$ cat src/rtl/mp3dec_seq_ctrl.sv
// rtl/mp3dec_seq_ctrl.sv - MP3 decode run-control sequencer (FIFO/decoder reset, prefill gate, interrupts).
// Optional starvation detection, STARVE state and underrun counter: define MP3DEC_SEQ_STARVE_EN.
module mp3dec_seq_ctrl #(
  parameter int RD_CNT_W   = 10,
  parameter int PREFILL    = 256,
  parameter int RST_CYCLES = 8
`ifdef MP3DEC_SEQ_STARVE_EN
  ,
  parameter int STARVE_CYCLES = 4096,
  parameter int STARVE_W      = 13
`endif
) (
  input  logic                Clk,
  input  logic                Rst,
  input  logic                cmd_start,
  input  logic                cmd_stop,
  input  logic                cmd_flush,
  input  logic [RD_CNT_W-1:0] fifo_rd_count,
  input  logic                fifo_rst_busy,
  input  logic                dec_fifo_empty,
  input  logic                dec_invalid,
  input  logic                intr_clr,
  output logic                fifo_rst,
  output logic                dec_rst,
  output logic                dec_en,
  output logic [2:0]          state,
  output logic [1:0]          intr_cause,
  output logic                intr,
  output logic [15:0]         underrun_cnt
);

  typedef enum logic [2:0] {
    S_IDLE      = 3'd0,
    S_RESET     = 3'd1,
    S_WAIT_BUSY = 3'd2,
    S_PREFILL   = 3'd3,
    S_RUN       = 3'd4,
    S_STARVE    = 3'd5,
    S_ERROR     = 3'd6
  } state_t;

  localparam int RST_CNT_W = (RST_CYCLES > 1) ? $clog2(RST_CYCLES) : 1;
  localparam logic [RST_CNT_W-1:0] RST_LAST = RST_CNT_W'(RST_CYCLES - 1);

  state_t                 r_state;
  state_t                 w_state_nxt;
  logic [RST_CNT_W-1:0]   r_rst_cnt;
  logic                   r_fifo_rst;
  logic                   r_dec_rst;
  logic                   r_dec_en;
  logic [1:0]             r_intr_cause;
  logic                   r_intr;
  logic                   w_rst_restart;
  logic                   w_set_starve;
  logic                   w_set_fmt;
  logic                   w_starve_hit;
  logic                   w_prefill_ok;
  logic [1:0]             w_cause_nxt;
  logic                   w_fifo_rst_nxt;
  logic                   w_dec_rst_nxt;
  logic                   w_dec_en_nxt;

  assign w_prefill_ok = (fifo_rd_count >= RD_CNT_W'(PREFILL));

`ifdef MP3DEC_SEQ_STARVE_EN
  logic [STARVE_W-1:0] r_starve_cnt;
  logic [15:0]         r_underrun_cnt;

  assign w_starve_hit = dec_fifo_empty && (r_starve_cnt == STARVE_W'(STARVE_CYCLES - 1));

  // Counter only runs while staying in RUN, so every entry to RUN starts from zero.
  always_ff @(posedge Clk or posedge Rst) begin
    if (Rst) begin
      r_starve_cnt   <= '0;
      r_underrun_cnt <= '0;
    end else begin
      if (r_state == S_RUN && w_state_nxt == S_RUN && dec_fifo_empty)
        r_starve_cnt <= r_starve_cnt + 1'b1;
      else
        r_starve_cnt <= '0;
      if (w_set_starve && r_underrun_cnt != 16'hFFFF)
        r_underrun_cnt <= r_underrun_cnt + 16'd1;
    end
  end

  assign underrun_cnt = r_underrun_cnt;
`else
  logic w_unused_empty;
  assign w_unused_empty = &{1'b0, dec_fifo_empty};
  assign w_starve_hit   = 1'b0;
  assign underrun_cnt   = 16'h0000;
`endif

  always_comb begin
    w_state_nxt   = r_state;
    w_rst_restart = 1'b0;
    w_set_starve  = 1'b0;
    w_set_fmt     = 1'b0;
    if (cmd_stop) begin
      w_state_nxt = S_IDLE;
    end else if ((cmd_flush && r_state != S_IDLE) ||
                 (cmd_start && (r_state == S_IDLE || r_state == S_ERROR))) begin
      w_state_nxt   = S_RESET;
      w_rst_restart = 1'b1;
    end else begin
      case (r_state)
        S_RESET:     if (r_rst_cnt == RST_LAST) w_state_nxt = S_WAIT_BUSY;
        S_WAIT_BUSY: if (!fifo_rst_busy) w_state_nxt = S_PREFILL;
        S_PREFILL:   if (w_prefill_ok) w_state_nxt = S_RUN;
        S_RUN: begin
          if (dec_invalid) begin
            w_state_nxt = S_ERROR;
            w_set_fmt   = 1'b1;
          end else if (w_starve_hit) begin
            w_state_nxt  = S_STARVE;
            w_set_starve = 1'b1;
          end
        end
        S_STARVE:    if (w_prefill_ok) w_state_nxt = S_RUN;
        default:     ;
      endcase
    end
  end

  // Outputs are decoded from the next state so they register alongside it.
  always_comb begin
    w_fifo_rst_nxt = 1'b0;
    w_dec_rst_nxt  = 1'b0;
    w_dec_en_nxt   = 1'b0;
    case (w_state_nxt)
      S_IDLE:      w_dec_rst_nxt = 1'b1;
      S_RESET: begin
        w_fifo_rst_nxt = 1'b1;
        w_dec_rst_nxt  = 1'b1;
      end
      S_WAIT_BUSY: w_dec_rst_nxt = 1'b1;
      S_RUN:       w_dec_en_nxt  = 1'b1;
      S_ERROR:     w_dec_rst_nxt = 1'b1;
      default:     ;
    endcase
  end

  assign w_cause_nxt = (intr_clr ? 2'b00 : r_intr_cause) | {w_set_fmt, w_set_starve};

  always_ff @(posedge Clk or posedge Rst) begin
    if (Rst) begin
      r_state      <= S_IDLE;
      r_rst_cnt    <= '0;
      r_fifo_rst   <= 1'b0;
      r_dec_rst    <= 1'b1;
      r_dec_en     <= 1'b0;
      r_intr_cause <= 2'b00;
      r_intr       <= 1'b0;
    end else begin
      r_state <= w_state_nxt;
      if (w_state_nxt == S_RESET && !w_rst_restart)
        r_rst_cnt <= r_rst_cnt + 1'b1;
      else
        r_rst_cnt <= '0;
      r_fifo_rst   <= w_fifo_rst_nxt;
      r_dec_rst    <= w_dec_rst_nxt;
      r_dec_en     <= w_dec_en_nxt;
      r_intr_cause <= w_cause_nxt;
      r_intr       <= |w_cause_nxt;
    end
  end

  assign state      = r_state;
  assign fifo_rst   = r_fifo_rst;
  assign dec_rst    = r_dec_rst;
  assign dec_en     = r_dec_en;
  assign intr_cause = r_intr_cause;
  assign intr       = r_intr;

endmodule

$ cat config.mk
export PLATFORM = sky130hd
export DESIGN_NAME = mp3dec_seq_ctrl
export DESIGN_NICKNAME = d
export VERILOG_FILES = /design/src/rtl/mp3dec_seq_ctrl.sv
export SDC_FILE = /design/constraint.sdc
export NUM_CORES = 1
export LEC_CHECK = 0
export BUFFER_PORTS_ARGS = -buffer_cell sky130_fd_sc_hd__buf_2
export CAP_MARGIN = 10
export CELL_PAD_IN_SITES_DETAIL_PLACEMENT = 2
export CELL_PAD_IN_SITES_GLOBAL_PLACEMENT = 2
export CORE_MARGIN = 2
export CORE_UTILIZATION = 23
export DETAILED_ROUTE_END_ITERATION = 10
export PLACE_DENSITY = 0.76
export SLEW_MARGIN = 10
export SYNTH_ARGS = -nofsm -noshare
export SYNTH_HDL_FRONTEND = slang
export SYNTH_SLANG_ARGS = --single-unit
$ cat constraint.sdc
create_clock -name Clk -period 2.4 [get_ports Clk]
set_clock_uncertainty 0.15 [all_clocks]
set_input_delay 0.24 -clock Clk [delete_from_list [all_inputs] [get_ports Clk]]
set_output_delay 0.24 -clock Clk [all_outputs]
set_load 0.1 [all_outputs]
==> summary.txt, run 1 <==
Yosys
  – Cell taking the most area after synthesis: dfrtp_1
  – Mean Syn Cell Area: 9.69 um^2
  – Distinct cell type count after synthesis: 27
  – Post-Syn Area: 756 um^2
  – Synth area leaders: dfrtp_1 (36%), buf_4 (16%), o21ai_4 (4.3%), nor2_1 (4.0%), dfstp_2 (3.5%)
  – Post-Synthesis Cells: 78
  – Ys Warns: 0
  – Share of the synthesized area in the top cell type: 36.4%
  – Seq/Total Area, Yosys: 39.9%
  – #FFs+latches synth: 12

GRT
  – Gr ovfl total: 0
  – Tot GR Track Use: 10.5%
  – Pin count of the biggest net entering global routing: 13
  – Initial antenna violation count: 0
  – Vias in the first global route: 591
  – First-pass GRT wire length: 2.76 mm

Critical path
  – CP startpoint kind: flip-flop
  – R2R cell count: 6
  – Worst Setup End Kind: flip-flop
  – Critical Path RT: 2.43 ns
  – Crit Path Class: reg2reg
  – Worst Path Max Fanout: 3
  – Reg2reg start: r_rst_cnt[0]$_DFF_PP0_
  – Critical R2R Capture: dec_rst$_DFF_PP1_
  – Flop2flop setup slack: 0.43 ns
  – CP arrival: 2.00 ns

Floorplanning
  – Row count: 20
  – Initial Util: 24.6%
  – DIE WIDTH: 61.3 um
  – I/O pin count: 44
  – Vert. Die Dim: 61.3 um
  – Die ar.: 3760 um^2
  – Core area: 3080 um^2

STA
  – Final WS setup: 0.435 ns
  – Max Fclk: 0.509 GHz
  – Setup TNS: 0 ns
  – Final period utilization: 81.9%
  – RSZ-0062 raised after global routing: no
  – Final setup viols: 0
  – Min cycle time layout: 1.97 ns
  – Slew @ Worst Pin: 0.509 ns
  – Slew HR: 66.0%
  – Final Hold Fails: 0
  – Pins Over Slew Limit: 0

Layout
  – Multi-input logic area: 347 um^2
  – Most common library cell in the layout ignoring fill and taps: buf_2
  – Nets: 121
  – Register area: 302 um^2
  – Most frequent cells in the layout: buf_2 (18), conb_1 (16), dfrtp_1 (11)
  – FILL cells: 359
  – Layout cells sized above 1: 28.3%
  – Diodes inserted: 0
  – Area Growth Syn to Fin: 16.7%

Clocking
  – Clock Latency Late Sink: 0.27 ns
  – H-tree levels: 1
  – CTS tree: done
  – Hold-fix buffers, CTS: 3
  – Clock Path Buffers: 2
  – CTS clock-pin slew for the worst setup and hold paths: 0.08 ns
  – Post-CTS sizing: 0
  – Setup Buffers After CTS: 0
  – CTS root buffer: clkbuf_4
  – Sinks on Clock Net: 12
  – Cts bufs inserted: 3

Drt
  – Number of DRC markers in iteration 0: 14
  – Drt wl/cell: 12.5 um
  – Detail Route Antenna Nets: 0
  – Drt pass-1 iters: 2
  – Final wirelength: 1.79 mm
  – DRC viols: 0
  – Via density: 4.17
  – Total number of vias: 596

Worst hold path
  – Hold Crit Class: in2reg
  – Hold_sp: dec_invalid
  – Min-Delay Path Depth: 3
  – Hold endpoint: intr_cause[1]$_DFF_PP0_

Status
  – Outcome: finished clean

Flow run
  – MaxCap Viol Count: 0

Power and ir drop
  – Maximum vdd drop: 0.229 mV
  – PwrDens: 641 nW/um^2
  – Final Power: 566 uW
  – Leak: 0.000433 uW

Placement
  – IO Port Bufs: 18
  – Final Wtd Congestion: 0.670
  – DP HPWL: 1.43 mm
  – Dpl ws: 0.428 ns
state kept, by name, summed over array words and instances (netlist names):
signal      cells
r_rst_cnt       3
state           3
intr_cause      2
dec_en          1
dec_rst         1
fifo_rst        1
intr            1
how the worst max path moves through the flow:
stage	from	to	depth (start not counted)
6_report	r_rst_cnt[0]$_DFF_PP0_	dec_rst$_DFF_PP1_	6
5_1_grt	r_rst_cnt[0]$_DFF_PP0_	dec_rst$_DFF_PP1_	6
4_1_cts	r_rst_cnt[0]$_DFF_PP0_	dec_rst$_DFF_PP1_	6
3_5_place_dp	r_rst_cnt[0]$_DFF_PP0_	dec_rst$_DFF_PP1_	6
3_3_place_gp	r_rst_cnt[0]$_DFF_PP0_	dec_rst$_DFF_PP1_	6
2_1_floorplan	state[0]$_DFF_PP0_	dec_en$_DFF_PP0_	5
routing by layer:
metal / GRT usage [%] / wire (um) / vias up
met1: 11.4 / 685 / 292
li1: - / - / 275
met5: 0 / 0 / -
met4: 6.52 / 38 / 0
met3: 1.26 / 105 / 4
met2: 19.3 / 963 / 25
cell families after synthesis:
| family | count (synthesis) | share of synthesized area, % |
|---|---|---|
| simple gates | 23 | 18.0 |
| fa+ha+maj | 2 | 3.31 |
| other cells | 1 | 0.496 |
| compound gates | 15 | 16.6 |
| flops | 12 | 39.9 |
| buf+inv | 25 | 21.7 |
synthesized netlist by cell type, drive strengths merged:
library cell  instances
dfrtp                11
nor3                  4
a31oi                 1
nand3                 1
conb                  1
nand2b                2
o221ai                2
nor2b                 2
o21ai                 4
or4                   1
nor2                  8
nand2                 2
inv                   6
o2111ai               1
nor4                  1
o21a                  1
ha                    2
dfstp                 1
or2                   1
a211o                 1
a21oi                 3
o22ai                 2
buf                  19
or4b                  1
critical path, cell delays in order (launching register included):
cell       delay, ns
dfrtp_1         0.39
ha_1            0.21
ha_1            0.19
nor3_1          0.22
a21oi_1         0.08
o221ai_1        0.44
o2111ai_1       0.18
area by class of cell:
cell class                 instances  share of cell area [%]
clock buffer                       4                    4.11
timing repair buffer              21                    13.6
multi-input combinational         56                    39.3
tap                               44                    6.24
inverter                           6                    2.55
sequential                        12                    34.2
metrics by stage:
| stage | util (%) | instances | cell area, um^2 | hold slack, ns |
|---|---|---|---|---|
| global route | 28.7 | 143 | 882 | 0.171 |
| CTS | 28.7 | 143 | 882 | 0.155 |
| global placement | 26.5 | 136 | 816 | 0.118 |
| detailed placement | 26.5 | 136 | 816 | 0.127 |
| finish | 28.7 | 143 | 882 | 0.157 |
| floorplan | - | 93 | 812 | -0.0460 |
where the power goes:
| group | total (uW) | switching [uW] | internal (uW) |
|---|---|---|---|
| clock network | 164 | 71.4 | 92.3 |
| logic | 191 | 167 | 23.7 |
| registers | 211 | 4.71 | 206 |
| total | 566 | 244 | 322 |
Power figures use the tool's default switching activity.
==> inputs of run 2 (changes only) <==
Clock period 2.4 ns to 1.95 ns, I/O delays scaled along.
==> run 2 against run 1 <==
Compared with the run above: global-route usage hardly changed; die area stayed put; worst hold slack worse by 0.040 ns; clock power is 23% higher; fmax is 7.6% higher; power is 24% higher; first-iteration DRC count is 29% higher; sequential share of layout area hardly changed; non-clock buffer count is 1 higher; clock-buffer cell count stayed put; critical endpoint is now dec_en$_DFF_PP0_; register-to-register slack worse by 0.31 ns; design area is 3.8% higher.
==> summary.txt, run 2 (same netlist as run 1, synthesis figures left out) <==
Drt
  – Via density: 4.19 (+0.64%)
  – Drt pass-1 iters: 3 (+1)
  – Number of DRC markers in iteration 0: 18 (+4)
  – Total number of vias: 604 (+1.3%)
  – Drt wl/cell: 12.7 um (+1.2%)
  – Final wirelength: 1.83 mm (+1.9%)
  – DRC viols: 0 (unchanged)
  – Detail Route Antenna Nets: 0 (unchanged)

GRT
  – Pin count of the biggest net entering global routing: 13 (unchanged)
  – Initial antenna violation count: 0 (unchanged)
  – Gr ovfl total: 0 (unchanged)
  – First-pass GRT wire length: 2.86 mm (+3.5%)
  – Vias in the first global route: 650 (+10%)
  – Tot GR Track Use: 10.5% (-0.014 points)

Floorplanning
  – Die ar.: 3760 um^2 (unchanged)
  – Vert. Die Dim: 61.3 um (unchanged)
  – Initial Util: 24.6% (unchanged)
  – DIE WIDTH: 61.3 um (unchanged)
  – Core area: 3080 um^2 (unchanged)
  – Row count: 20 (unchanged)
  – I/O pin count: 44 (unchanged)

Layout
  – Nets: 122 (+0.83%)
  – Final std cells w/o fill: 144 (+0.70%)
  – Layout cells sized above 1: 35.0% (+6.7 points)
  – Register area: 313 um^2 (+3.7%)
  – Most common library cell in the layout ignoring fill and taps: buf_2
  – Post-route cell area: 916 um^2 (+3.8%)
  – FILL cells: 352 (-1.9%)
  – Most frequent cells in the layout: buf_2 (18), conb_1 (16), nor2_1 (8), dfrtp_1 (8), inv_1 (6)
  – Area Growth Syn to Fin: 21.2%
  – Multi-input logic area: 362 um^2 (+4.3%)
  – Final core utilization: 29.8% (+1.1 points)
  – Diodes inserted: 0 (unchanged)

Critical path
  – Critical Path RT: 1.99 ns (-0.44 ns)
  – CP startpoint kind: flip-flop
  – Flop2flop setup slack: 0.12 ns (-0.31 ns)
  – Critical R2R Capture: dec_en$_DFF_PP0_
  – Reg2reg start: r_rst_cnt[0]$_DFF_PP0_
  – Worst Setup End Kind: flip-flop
  – CP arrival: 1.87 ns (-0.13 ns)
  – Crit Path Class: reg2reg
  – Worst Path Max Fanout: 3 (unchanged)
  – R2R cell count: 6 (unchanged)

Placement
  – DP HPWL: 1.42 mm (-0.94%)
  – Final Wtd Congestion: 0.677 (+1.0%)
  – Placed cell area: 838 um^2 (+2.8%)
  – Dpl ws: 0.0446 ns (-0.383 ns)
  – Dpl cells: 137 (+0.74%)
  – IO Port Bufs: 18 (unchanged)

Power and ir drop
  – Final Power: 703 uW (+24%)
  – Maximum vdd drop: 0.249 mV (+8.7%)
  – PwrDens: 768 nW/um^2 (+20%)
  – Leak: 0.000435 uW (+0.48%)

STA
  – Final period utilization: 93.6% (+12 points)
  – Pins Over Slew Limit: 0 (unchanged)
  – Final setup viols: 0 (unchanged)
  – Final Hold Fails: 0 (unchanged)
  – Min cycle time layout: 1.83 ns (-0.139 ns)
  – RSZ-0062 raised after global routing: no
  – Max Fclk: 0.548 GHz (+7.6%)
  – Final WS setup: 0.124 ns (-0.311 ns)

Clocking
  – Cts bufs inserted: 3 (unchanged)
  – Setup Buffers After CTS: 0 (unchanged)
  – Clock Latency Late Sink: 0.28 ns (about the same)
  – CTS tree: done
  – CTS clock-pin slew for the worst setup and hold paths: 0.08 ns (about the same)
  – H-tree levels: 1 (unchanged)
  – CTS root buffer: clkbuf_4
  – Sinks on Clock Net: 12 (unchanged)
  – Clock Path Buffers: 2 (unchanged)

Worst hold path
  – Hold_sp: dec_invalid
  – Hold Crit Class: in2reg
  – Hold endpoint: intr_cause[1]$_DFF_PP0_
  – Min-Delay Path Depth: 3 (unchanged)

Status
  – Outcome: finished clean

Flow run
  – MaxCap Viol Count: 0 (unchanged)
-- run 2: changes by cell type in the layout (fill, tap and decap cells not counted), sizes merged --
cell	before	now
buf	18	19
-- run 2: power by group --
part	switching, uW	internal, uW
sequential	6.60	255
clock	87.8	114
combinational	208	32.4
-- run 2: worst max path at each step --
| stage | startpoint | end | slack, ns | cells past startpoint |
|---|---|---|---|---|
| final | r_rst_cnt[0]$_DFF_PP0_ | dec_en$_DFF_PP0_ | 0.12 | 6 |
| after global routing | r_rst_cnt[0]$_DFF_PP0_ | dec_en$_DFF_PP0_ | 0.04 | 6 |
| after CTS | r_rst_cnt[0]$_DFF_PP0_ | dec_en$_DFF_PP0_ | 0.04 | 6 |
| after detailed placement | r_rst_cnt[0]$_DFF_PP0_ | dec_en$_DFF_PP0_ | 0.04 | 6 |
| after global placement | r_rst_cnt[0]$_DFF_PP0_ | dec_en$_DFF_PP0_ | 0.09 | 6 |
| after floorplan | state[0]$_DFF_PP0_ | dec_en$_DFF_PP0_ | -0.04 | 5 |
-- run 2: cell type report --
cell class                 count  area share (%)
timing repair buffer          22            13.9
multi-input combinational     56            39.5
inverter                       6            2.46
sequential                    12            34.2
tap                           44            6.01
clock buffer                   4            3.96
-- run 2: repair_timing --
item	4_1_cts	5_1_grt
resized for setup	0	2
hold endpoints to repair	15	0
hold buffers	3	0
setup endpoints to repair	0	2
-- run 2: per-layer routing --
metal	wire length [um]	global-route usage, %
met5	0	0
met4	39	6.52
met3	98	1.26
met2	953	18.8
met1	735	11.7
-- run 2: per-stage QoR --
| step | TNS [ns] | hold WS [ns] |
|---|---|---|
| after floorplan | -0.0403 | -0.0910 |
| after CTS | 0 | 0.119 |
| after detailed placement | 0 | 0.0805 |
| after global routing | 0 | 0.111 |
| final | 0 | 0.116 |
| after global placement | 0 | 0.0719 |
-- run 2: critical path, cell delays in order (launching register included) --
cell and delay [ns]:
dfrtp_1 0.39, ha_1 0.20, ha_1 0.20, a211o_1 0.30, o221ai_2 0.11, o21ai_2 0.12, nor4_4 0.27
